$ cat src/rtl/seg7_scan_driver.sv
// Multiplexed common-anode seven-segment scanner with load-strobed shadow data,
// dead-time anode blanking and "Err "/"good" overlays. Optional: SEG7_LZ_SUPPRESS_EN.
module seg7_scan_driver #(
    parameter int DIGITS = 4,
    parameter int DIV_W  = 16
) (
    input  logic                  clk,
    input  logic                  rst_n,
    input  logic [4*DIGITS-1:0]   value,
    input  logic [DIGITS-1:0]     dp,
    input  logic                  err,
    input  logic                  good,
    input  logic                  load,
    output logic [6:0]            seg,
    output logic                  dp_n,
    output logic [DIGITS-1:0]     an
);

    localparam int IDX_W = $clog2(DIGITS);

    localparam logic [6:0] SEG_BLANK = 7'b1111111;
    localparam logic [6:0] SEG_E     = 7'b0110000;
    localparam logic [6:0] SEG_R     = 7'b1111010;
    localparam logic [6:0] SEG_G     = 7'b0000100;
    localparam logic [6:0] SEG_O     = 7'b1100010;
    localparam logic [6:0] SEG_D     = 7'b1000010;

    typedef enum logic [1:0] {
        MODE_HEX,
        MODE_GOOD,
        MODE_ERR
    } mode_e;

    // Shadow register
    logic [4*DIGITS-1:0] value_q;
    logic [DIGITS-1:0]   dp_q;
    logic                err_q;
    logic                good_q;

    // Scan state
    logic [DIV_W-1:0]    cnt_q, cnt_d;
    logic [IDX_W-1:0]    idx_q, idx_d;

    // Registered outputs
    logic [DIGITS-1:0]   an_q, an_d;
    logic [6:0]          seg_q, seg_d;
    logic                dp_n_q, dp_n_d;

    logic                tick;
    mode_e               mode;
    logic [3:0]          nib_sel;
    logic                dp_sel;
    logic                lz_blank;

    function automatic logic [6:0] hex_seg(input logic [3:0] nib);
        logic [6:0] s;
        case (nib)
            4'h0: s = 7'b0000001;
            4'h1: s = 7'b1001111;
            4'h2: s = 7'b0010010;
            4'h3: s = 7'b0000110;
            4'h4: s = 7'b1001100;
            4'h5: s = 7'b0100100;
            4'h6: s = 7'b0100000;
            4'h7: s = 7'b0001111;
            4'h8: s = 7'b0000000;
            4'h9: s = 7'b0000100;
            4'hA: s = 7'b0001000;
            4'hB: s = 7'b1100000;
            4'hC: s = 7'b0110001;
            4'hD: s = 7'b1000010;
            4'hE: s = 7'b0110000;
            default: s = 7'b0111000;
        endcase
        return s;
    endfunction

    // Overlay text occupies digits 3..0; any wider bank is blank above it.
    function automatic logic [6:0] overlay_seg(input mode_e m, input int digit);
        logic [6:0] s;
        s = SEG_BLANK;
        if (m == MODE_ERR) begin
            case (digit)
                3:       s = SEG_E;
                2, 1:    s = SEG_R;
                default: s = SEG_BLANK;
            endcase
        end else if (m == MODE_GOOD) begin
            case (digit)
                3:       s = SEG_G;
                2, 1:    s = SEG_O;
                0:       s = SEG_D;
                default: s = SEG_BLANK;
            endcase
        end
        return s;
    endfunction

    // NOTE: every always_ff uses non-blocking assignments so all registers
    // update together from pre-edge values, independent of process order.
    always_ff @(posedge clk or negedge rst_n) begin
        if (!rst_n) begin
            value_q <= '0;
            dp_q    <= '0;
            err_q   <= 1'b0;
            good_q  <= 1'b0;
        end else if (load) begin
            value_q <= value;
            dp_q    <= dp;
            err_q   <= err;
            good_q  <= good;
        end
    end

    assign tick  = &cnt_q;
    assign cnt_d = cnt_q + 1'b1;

    always_comb begin
        idx_d = idx_q;
        if (tick) begin
            if (idx_q == IDX_W'(DIGITS - 1)) begin
                idx_d = '0;
            end else begin
                idx_d = idx_q + 1'b1;
            end
        end
    end

    always_ff @(posedge clk or negedge rst_n) begin
        if (!rst_n) begin
            cnt_q <= '0;
            idx_q <= '0;
        end else begin
            cnt_q <= cnt_d;
            idx_q <= idx_d;
        end
    end

    always_comb begin
        if (err_q) begin
            mode = MODE_ERR;
        end else if (good_q) begin
            mode = MODE_GOOD;
        end else begin
            mode = MODE_HEX;
        end
    end

    // NOTE: defaults are assigned before the loop so no path leaves a
    // combinational output unassigned, which would infer a latch.
    always_comb begin
        nib_sel = '0;
        dp_sel  = 1'b0;
        for (int k = 0; k < DIGITS; k++) begin
            if (idx_q == IDX_W'(k)) begin
                nib_sel = value_q[4*k +: 4];
                dp_sel  = dp_q[k];
            end
        end
    end

`ifdef SEG7_LZ_SUPPRESS_EN
    // Blank digits above the most-significant nonzero nibble; an all-zero
    // shadow blanks the whole bank, so a freshly reset display stays dark.
    logic [IDX_W-1:0] msd;
    logic             any_nz;

    always_comb begin
        msd    = '0;
        any_nz = 1'b0;
        for (int k = 0; k < DIGITS; k++) begin
            if (value_q[4*k +: 4] != 4'h0) begin
                msd    = IDX_W'(k);
                any_nz = 1'b1;
            end
        end
        lz_blank = !any_nz || (idx_q > msd);
    end
`else
    assign lz_blank = 1'b0;
`endif

    always_comb begin
        an_d   = '1;
        seg_d  = SEG_BLANK;
        dp_n_d = 1'b1;
        if (!tick) begin
            an_d = ~(DIGITS'(1) << idx_q);
            if (mode == MODE_HEX) begin
                seg_d  = lz_blank ? SEG_BLANK : hex_seg(nib_sel);
                dp_n_d = ~dp_sel;
            end else begin
                seg_d  = overlay_seg(mode, int'(idx_q));
            end
        end
    end

    always_ff @(posedge clk or negedge rst_n) begin
        if (!rst_n) begin
            an_q   <= '1;
            seg_q  <= SEG_BLANK;
            dp_n_q <= 1'b1;
        end else begin
            an_q   <= an_d;
            seg_q  <= seg_d;
            dp_n_q <= dp_n_d;
        end
    end

    assign an   = an_q;
    assign seg  = seg_q;
    assign dp_n = dp_n_q;

endmodule

$ cat config.mk
export PLATFORM = sky130hd
export DESIGN_NAME = seg7_scan_driver
export DESIGN_NICKNAME = d
export VERILOG_FILES = /design/src/rtl/seg7_scan_driver.sv
export SDC_FILE = /design/constraint.sdc
export NUM_CORES = 1
export LEC_CHECK = 0
export CELL_PAD_IN_SITES_DETAIL_PLACEMENT = 1
export CELL_PAD_IN_SITES_GLOBAL_PLACEMENT = 2
export CORE_UTILIZATION = 33
export DETAILED_ROUTE_END_ITERATION = 10
export GPL_TIMING_DRIVEN = 0
export PLACE_DENSITY = 0.84
export SLEW_MARGIN = 10
export SYNTH_ARGS = -nofsm -noshare
export SYNTH_HDL_FRONTEND = slang
export SYNTH_SLANG_ARGS = --single-unit
$ cat constraint.sdc
create_clock -name clk -period 2.4 [get_ports clk]
set_input_delay 0.6 -clock clk [delete_from_list [all_inputs] [get_ports clk]]
set_output_delay 0.6 -clock clk [all_outputs]
set_load 0.005 [all_outputs]
# After elaboration in Yosys (flattened, before gate mapping)
# Memories as Yosys holds them, arrays and structs flattened.
# Cells that the tools add are included.
totals:
  regBits: 52
  romBits: 112
  in_bits: 25
  out_inout_bits: 12
  word_cells: 44
  n_memories: 1
mem_list:
  columns: ["memory", "words", "word_bits", "rd", "rd_ports_with_merged_regs", "write_ports", "line", "rtl"]
  rows:
  - ["(name not given)", 16, 7, 1, 0, 0, "57", "case (nib)"]
op_classes:
  n_addsub: 2
  n_eq_ne: 5
  shift: 1
  muxes: 20
  bitwise_logic: 2
  n_reduce_logical: 4
op_table:
  columns: ["cell", "count"]
  rows:
  - ["$mux W7", 4]
  - ["$pmux W7 S3", 1]
  - ["$mux W4", 5]
  - ["$add A16 B1 Y16 const B", 1]
  - ["$reduce_and A16 Y1", 1]
  - ["$pmux W7 S2", 1]
  - ["$mux W1", 7]
  - ["$eq A2 B2 Y1 const B", 3]
  - ["$eq A2 B1 Y1 const B", 2]
  - ["$logic_not A2 Y1", 2]
  - ["$mux W2", 2]
  - ["$not A4 Y4", 1]
  - ["$shl A1 B2 Y4 const A", 1]
  - ["$add A2 B1 Y2 const B", 1]
  - ["$reduce_or A2 Y1", 1]
  - ["$not A1 Y1", 1]

# Longest topological paths before layout
# Gate-level depths: netlist of the first run.
depth:
  depth_word: 8
  mapped_depth: 11

# Worst setup path before layout of the first run
# Ideal clock, no wire load.
synth_timing:
  path_kind: "register -> register"
  start: "reg idx_q[0]"
  end: "reg seg_q[2], in the netlist seg[2]"
  arrival_ps: 2201
  required_time_ps: 2306
  slack_ps: 105
  stages_incl_launch_ff: 11
  period_less_slack_ps: 2295
  path_cell_list: "dfrtp_1 -> inv_1 -> ha_1 -> nand2_1 -> o211ai_1 -> o221a_2 -> inv_1 -> ha_1 -> nand3_1 -> a211oi_1 -> or4b_1"
synth_via:
  elab_chain_len: 8
  word_cells_on_any_way: 16
  cone_classes: "eq/ne (3); mux (10); reduce/logical (2); memory (1)"
synth_rtl:
  columns: ["item", "line", "rtl"]
  rows:
  - ["start: declaration", "42", "logic [IDX_W-1:0] idx_q, idx_d;"]
  - ["start signal: assignment", "135", "idx_q <= idx_d;"]
  - ["$logic_not A2 Y1", "89, 155", null]
  - ["$mux W4 (4 in a row)", "155", "if (idx_q == IDX_W'(k)) begin"]
  - ["$mem_v2 Z16 W7", null, null]
  - ["$mux W7 (*)", "189", "if (mode == MODE_HEX) begin"]
  - ["$mux W7 (*)", "187", "if (!tick) begin"]
  - ["via seg_d[2]", "46", "logic [6:0] seg_q, seg_d;"]
  - ["end signal: assignment", "205", "seg_q <= seg_d;"]
  - ["end: declaration", "46", null]
# Mark *: on every way through the listed nets, which the timed path passes. The rest lies on a longest branch. The select of a mux whose other input is x is not followed.
# A chain may end at the register's enable or synchronous reset.

# Worst setup path after layout of the first run
layout_timing:
  start: "reg idx_q[0]"
  end: "reg seg_q[3], in the netlist seg[3]"
layout_via:
  elab_chain_len: 8
  word_cells_on_any_way: 14
  cone_classes: "eq/ne (3); mux (8); reduce/logical (2); memory (1)"
layout_rtl:
  columns: ["item", "line"]
  rows:
  - ["$logic_not A2 Y1", "155"]
  - ["$mux W4 (4 in a row)", "155"]
  - ["$mem_v2 Z16 W7", null]
  - ["$mux W7 (*)", "189"]
  - ["$mux W7 (*)", "187"]
  - ["via seg_d[3]", "46"]
# Mark *: on every way through the listed nets, which the timed path passes. The rest lies on a longest branch.

==> results.txt, run 1 <==
* Sequential area share after synthesis: 50.0%
* Status: completed
- Setup violations remaining at the end of the flow were counted as 0.
* Minimum setup slack after placement: -0.328 ns
- Pin placement for this block handled 37 I/O pins.
- The die covers roughly 8300 µm².
- Slew Viols, Final: 0
- Summed over all layers, the global routing overflow is 0.
- All-layer global routing usage: between 10% and 20%
* Post-placement cell count: about 360
* Post-route DRC: 0
- Mean instance size in the synthesized netlist: 11.8 µm²
* Worst-path maximum fanout: 6
- From bottom edge to top edge, the die measures ~91 µm.
- Max frequency: about 430 MHz
- Post-CTS clock slew at the launch and capture registers of the worst setup and hold paths: around 0.1 ns
- Post-synthesis instance area: approximately 2600 µm²
- Fill cells in the final layout number 836.
* Peak ir drop on the vdd network: about 0.26 mV
- Post-route total power: between 1.5 and 2 mW
- Switch Pwr: 0.450 mW
* Proportion of layout cells with a drive suffix above 1: between 30% and 40%
* Smallest setup slack after layout: 0.0589 ns
- Class of the tightest hold or removal check: input port to async pin
- Clock sinks: 52
- Utilization of the core after routing: between 40% and 50%
* Synthesis-to-layout area growth: 32.3%
* Latest clock arrival within the worst-skew pair: roughly 0.31 ns
- Measured against its own limit, the worst slew margin works out to a little over half.
* Detailed Routing Iterations Pass 1: 4
* Maximum number of buffers from clock root to sink: 2
- Commonest non-fill, non-tap cell in the layout: sky130_fd_sc_hd__dfrtp_1
- Setup TNS after final layout: 0 ns
- Initial antenna violation count: 0
* Vias per Instance: about 5
* Post-detailed-placement cell area: ~3100 µm²
- X dimension of the die: around 90 µm
- Root cell of the clock tree: sky130_fd_sc_hd__clkbuf_8
- Leakage: around 1.5 nW
* Part of the total power dissipated in sequential elements: about half
- The wire-length estimate of the detail-placed layout is approximately 4300 µm.
* Via count of the first global-routing pass: approximately 2.0k
- The number of nets handed over by synthesis was 261.
- Entering global routing, the biggest net connects 28 pins.
- Starting DRC count in detailed routing: 101
* EDFF count, synth: 0
* Number of port buffers: 36
- CP Class: flop to flop
- TritonCTS clock tree: built
- Final Hold Viols: 0
- Final hold slack: approximately 0.3 ns
* Clock group share of total power: between 30% and 40%
- Synthesis inferred 52 register bits.
- Post-detailed-route wirelength per cell: approximately 16 µm
* Total number of nets in the final design: around 320
- Synthesis warning total: 0
* Clock period minus worst slack: 2.34 ns
* Critical path capture point type: flop
- Fraction of power spent switching nets: a little under a quarter
* Count of hold-fix buffers inserted at cts: 0
- TritonCTS created 5 clock buffers.
* Final routed wirelength across all metal layers: 6020 µm
* Number of cells produced by synthesis: about 220
* Power per standard cell area: 555 nW/µm²
- Crit path required time: roughly 2.6 ns
- The number of antenna diodes in the final layout is 0.
- The clock tree synthesis step divided the H-tree into 2 levels.
- Per report_power, the combinational group accounts for 15.9% of the total.
* Detail Route Antenna Nets: 0
- In this run the standard cell core region covers approximately 7700 µm².
- CP Launch Type: flop
- Period Utilization, post-route: between 90 and 100%
- Global-route wire length before repair: 10,300 µm
* Area of all placed cells without fillers: around 3500 µm²
- Share of flip-flops with an asynchronous set or reset after synthesis: 100%
- Fin Clk Skew: between 0.009 and 0.01 ns
* Transition time at the pin with the least slew margin: 0.686 ns
- Endpoint arrival time on the critical path: between 2 and 3 ns
- The congestion estimate from routability-driven global placement came to 0.889.
* Most common flop cell mapped by yosys: sky130_fd_sc_hd__dfrtp_1
- Count of max-cap constraint violations: 0
* Number of core rows: 32
- Non-Filler Instances: 383
- Count of unique library cells instantiated by Yosys: between 50 and 60
- Cell-internal power: about 1.5 mW
- Leading cell types in the layout, fill and taps excluded: sky130_fd_sc_hd__dfrtp_1, sky130_fd_sc_hd__clkdlybuf4s50_1, sky130_fd_sc_hd__mux2_2
- Once the floorplan was initialized, standard cells occupied 34.0% of the core.
* Via count: around 1.9k
## critical path: stages, from the launching register on
cell                       delay (ns)
sky130_fd_sc_hd__dfrtp_2         0.50
sky130_fd_sc_hd__inv_4           0.11
sky130_fd_sc_hd__ha_4            0.16
sky130_fd_sc_hd__buf_4           0.12
sky130_fd_sc_hd__nand3b_1        0.08
sky130_fd_sc_hd__a211o_4         0.36
sky130_fd_sc_hd__buf_6           0.14
sky130_fd_sc_hd__ha_4            0.22
sky130_fd_sc_hd__mux2_2          0.25
sky130_fd_sc_hd__a211o_1         0.31
## cell families after synthesis
family	Yosys count	synth area share, %
buffers and inverters	12	2.57
and+or+nand+nor	72	16.3
DFF	52	50.0
muxes	24	10.4
AOI/OAI and AO/OA	35	9.47
adders and majority gates	13	6.18
xor gates and xnor gates	15	5.00
## power by group through the flow
stage,combinational (mW),clock [mW],sequential (mW)
floorplan,0.143,0,0.986
global placement,0.270,0,0.989
detailed placement,0.279,0,0.991
CTS,0.292,0.672,0.974
global route,0.338,0.712,0.983
finish,0.306,0.652,0.974
## synthesized netlist by cell type, drive strengths merged, types with 7 or more instances
cell   instances  share of area, %
dfrtp         40                38
mux2          24                10
nand2         17               2.4
nand3         16               3.2
ha            13               6.2
dfstp         12                12
nor2          11               2.0
o21ai         11               2.2
xor2           8               2.7
inv            7               1.0
xnor2          7               2.3
## state kept, by name (all words and copies together) (netlist names)
register  count
an            4
seg           7
value_q      16
idx_q         2
cnt_q        16
dp_n          1
good_q        1
dp_q          4
err_q         1
## repair_timing
| action | in CTS | in global routing |
|---|---|---|
| endpoints found under the setup margin | 7 | 6 |
| setup buffers | 5 | 8 |
| resized for setup | 15 | 13 |
| pin swaps | 3 | 9 |
## final timing paths
kind	startpoint	endpoint	slack, ns	cells after the start
max	idx_q[0]	seg[3]	0.06	9
min	rst_n	idx_q[1]	0.30	1
max reg2reg	idx_q[0]	seg[3]	0.06	9
min reg2reg	cnt_q[0]	cnt_q[0]	0.48	1
max in group asynchronous	rst_n	seg[6]	1.48	2
min in group clk	cnt_q[0]	cnt_q[0]	0.48	1
## cell type report
type                            count  area [µm²]  area share, %
Timing Repair Buffer               50         480           13.8
Clock buffer                        7        96.3           2.77
Clock inverter                      1        30.0          0.863
Sequential cell                    52        1320           37.9
Inverter                            7        31.3          0.899
Tap cell                          102         128           3.67
Multi-Input combinational cell    159        1350           38.8
Buffer                              5        45.0           1.29
## metal layers
metal / track usage (%) / wire length, µm / share of wire [%] / vias to the layer above
li1: - / - / - / 911
met4: 5.82 / 94 / 1.6 / 0
met5: 0 / 0 / 0 / -
met2: 25.4 / 2870 / 48 / 25
met3: 2.35 / 104 / 1.7 / 6
met1: 22.1 / 2950 / 49 / 962
Note: power is estimated with default switching activity, not from simulation.
==> run 2, diff against run 1 <==
--- a/config.mk
+++ b/config.mk
@@ -7,6 +7,7 @@
 export LEC_CHECK = 0
 export CELL_PAD_IN_SITES_DETAIL_PLACEMENT = 1
 export CELL_PAD_IN_SITES_GLOBAL_PLACEMENT = 2
+export CORE_ASPECT_RATIO = 1.1
 export CORE_UTILIZATION = 33
 export DETAILED_ROUTE_END_ITERATION = 10
 export GPL_TIMING_DRIVEN = 0
==> results.txt, run 2 (same netlist as run 1, synthesis figures left out) <==
- Final Hold Viols: 0 (unchanged)
* Slew Viols, Final: 0 (unchanged)
- Routability congestion estimate: 0.840 (was 0.889)
* Remaining global-route overflow: 0 (unchanged)
- The startpoint type of the worst setup path is a flop (unchanged).
- The type of the most critical hold path was input port to async pin (unchanged).
- Leading cell types in the layout, fill and taps excluded: sky130_fd_sc_hd__dfrtp_1, sky130_fd_sc_hd__clkdlybuf4s50_1, sky130_fd_sc_hd__mux2_2 (unchanged).
* Cells along the critical path: ha_4 > buf_12 > nor2_4 > o211ai_1 > o221a_2 > buf_6 > ha_1 > mux2_4 > a211o_1 (was inv_4 > ha_4 > buf_4 > nand3b_1 > a211o_4 > buf_6 > ha_4 > mux2_2 > a211o_1)
* TritonCTS clock tree: built (unchanged)
- The part of the cycle the worst path needs was 98.2% (was 97.5%).
- The most common library cell in the layout ignoring fill and taps was sky130_fd_sc_hd__dfrtp_1 (unchanged).
- Maximum number of buffers from clock root to sink: 2 (unchanged)
* Rel. slew slack: 55.3% (was 54.3%)
- Power per standard cell area: 515 nW/µm² (was 555 nW/µm²)
* All-layer global routing usage: 14.9% (was 16.0%)
* Post-route DRC: 0 (unchanged)
- Detail Route Antenna Nets: 0 (unchanged)
* Count of hold-fix buffers inserted at cts: 0 (unchanged)
- Largest net degree at the start of global routing: 31 (was 28)
- Transition time at the pin with the least slew margin: 0.670 ns (was 0.686 ns)
* Via count of the first global-routing pass: 1,886 (was 1,979)
- The count of vias placed by the detailed router is 1,892 (was 1,904).
- Floorplan Core Area: 7600 µm² (was 7730 µm²)
- The growth of design area from synthesis to finish came to 31.5% (was 32.3%).
- The endpoint required time on the critical path was 2.62 ns (was 2.63 ns).
- Number of filler cells placed in the layout: 854 (was 836)
- The clock network latency to the later pin of the worst-skew pair is 0.30 ns (was 0.31 ns).
* Final hold slack: 0.269 ns (was 0.300 ns)
* Proportion of layout cells with a drive suffix above 1: 33.8% (was 33.1%)
- Top Ports: 37 (unchanged)
- The wire length of the first global-routing pass was 9470 µm (was 10,300 µm).
* Number of port buffers: 36 (unchanged)
* Root cell of the clock tree: sky130_fd_sc_hd__clkbuf_8 (unchanged)
- The HPWL reported at the end of detailed placement is 4260 µm (was 4300 µm).
* Clock period minus worst slack: 2.36 ns (was 2.34 ns)
* Number of antenna diodes: 0 (unchanged)
- The number of buffers added by the clock tree synthesis step is 5 (unchanged).
- The register clock-pin slew on the reported worst setup and hold paths was 0.09 ns (was 0.10 ns).
- Vias per Instance: 4.86 (was 4.97)
- The aggregate routed wire length is 5980 µm (was 6020 µm).
* Count of max-cap constraint violations: 0 (unchanged)
* Detailed Routing Iterations Pass 1: 4 (unchanged)
* Peak ir drop on the vdd network: 0.316 mV (was 0.260 mV)
- The initial standard-cell utilization of the core came to 34.6% (was 34.0%).
- Starting DRC count in detailed routing: 97 (was 101)
* Leakage: 1.46 nW (about the same)
- Setup repair after global routing missed its margin: true
* Total number of nets in the final design: 321 (was 318)
- Initial antenna violation count: 0 (unchanged)
* Critical-path cell with the highest stage delay: sky130_fd_sc_hd__dfrtp_2 (unchanged)
- Critical path capture point type: flop (unchanged)
- The floorplan die area came to 8330 µm² (about the same).
- The deepest level of the CTS H-tree came to 2 (unchanged).
- The critical path arrival was 2.58 ns (was 2.57 ns).
* Worst-path maximum fanout: 9 (was 6)
- The kind of critical path is flop to flop (unchanged).
* Post-detailed-route wirelength per cell: 15.4 µm (was 15.7 µm)
- Die Span Y: 95.6 µm (was 91.3 µm)
- Fin Clk Skew: 0.00605 ns (was 0.00982 ns)
- Max frequency: 424 MHz (was 427 MHz)
* Largest incremental delay on the critical path: 0.49 ns (was 0.50 ns)
* Number of core rows: 33 (was 32)
- Status: completed (unchanged)
* Endpoints failing setup: 0 (unchanged)
* Post-route total power: 1.78 mW (was 1.93 mW)
- The TritonCTS sink count was 52 (unchanged).
- The setup TNS is 0 ns (unchanged).
* X dimension of the die: 87.1 µm (was 91.3 µm)
-- run 2: changes by cell type in the layout (fill, tap and decap cells not counted), sizes merged --
cell	change
buf	+3
bufinv	-1
clkbuf	-1
clkinv	+2
-- run 2: worst paths after layout --
check                      depth (start not counted)  endpoint      from  slack [ns]
max                                                9    seg[3]  idx_q[0]        0.04
min                                                1   dp_q[1]     rst_n        0.27
max reg2reg                                        9    seg[3]  idx_q[0]        0.04
min reg2reg                                        1  cnt_q[0]  cnt_q[0]        0.46
max in group asynchronous                          2    seg[6]     rst_n        1.51
min in group clk                                   1  cnt_q[0]  cnt_q[0]        0.46
-- run 2: final cells by class --
cell class	count	area (µm²)	share of cell area (%)
sequential	52	1320	38.1
clock inverter	2	10.0	0.289
timing repair buffer	53	499	14.4
tap	105	131	3.80
clock buffer	6	82.6	2.39
multi-input combinational	159	1340	38.6
buffer	5	50.0	1.45
inverter	7	31.3	0.904
-- run 2: power breakdown --
part | internal [mW] | total (mW) | switching (mW)
clock network | 0.231 | 0.507 | 0.277
logic | 0.170 | 0.300 | 0.130
registers | 0.944 | 0.973 | 0.0294
-- run 2: repair_timing --
action                     4_1_cts  5_1_grt
buffers inserted                 5       11
gates resized for setup         10       18
pin swaps                        2        7
setup endpoints to repair        6        6
-- run 2: routing by layer --
metal  GRT usage, %  vias to the layer above  part of all wire (%)
met5              0                        -                     0
met4           3.69                        0                  0.99
met3           2.08                        4                   1.6
met2           24.7                       22                    50
met1           20.7                      945                    48
li1               -                      921                     -
-- run 2: critical path: cells and delay by family (launching register included) --
kind	cells	cell delay, ns
simple gates	1	0.14
compound gates	3	0.62
flops	1	0.49
mux	1	0.26
fa+ha+maj	2	0.49
buf+inv	2	0.28
-- run 2: stage by stage --
step           std cells  util [%]  worst slack [ns]  cell area, µm²
5_1_grt              389      45.5           -0.0454            3460
3_5_place_dp         365      41.3            -0.292            3140
4_1_cts              378      43.4           0.00367            3300
3_3_place_gp         364      41.1            -0.752            3120
2_1_floorplan        223         -             0.105            2630
6_report             389      45.5            0.0423            3460
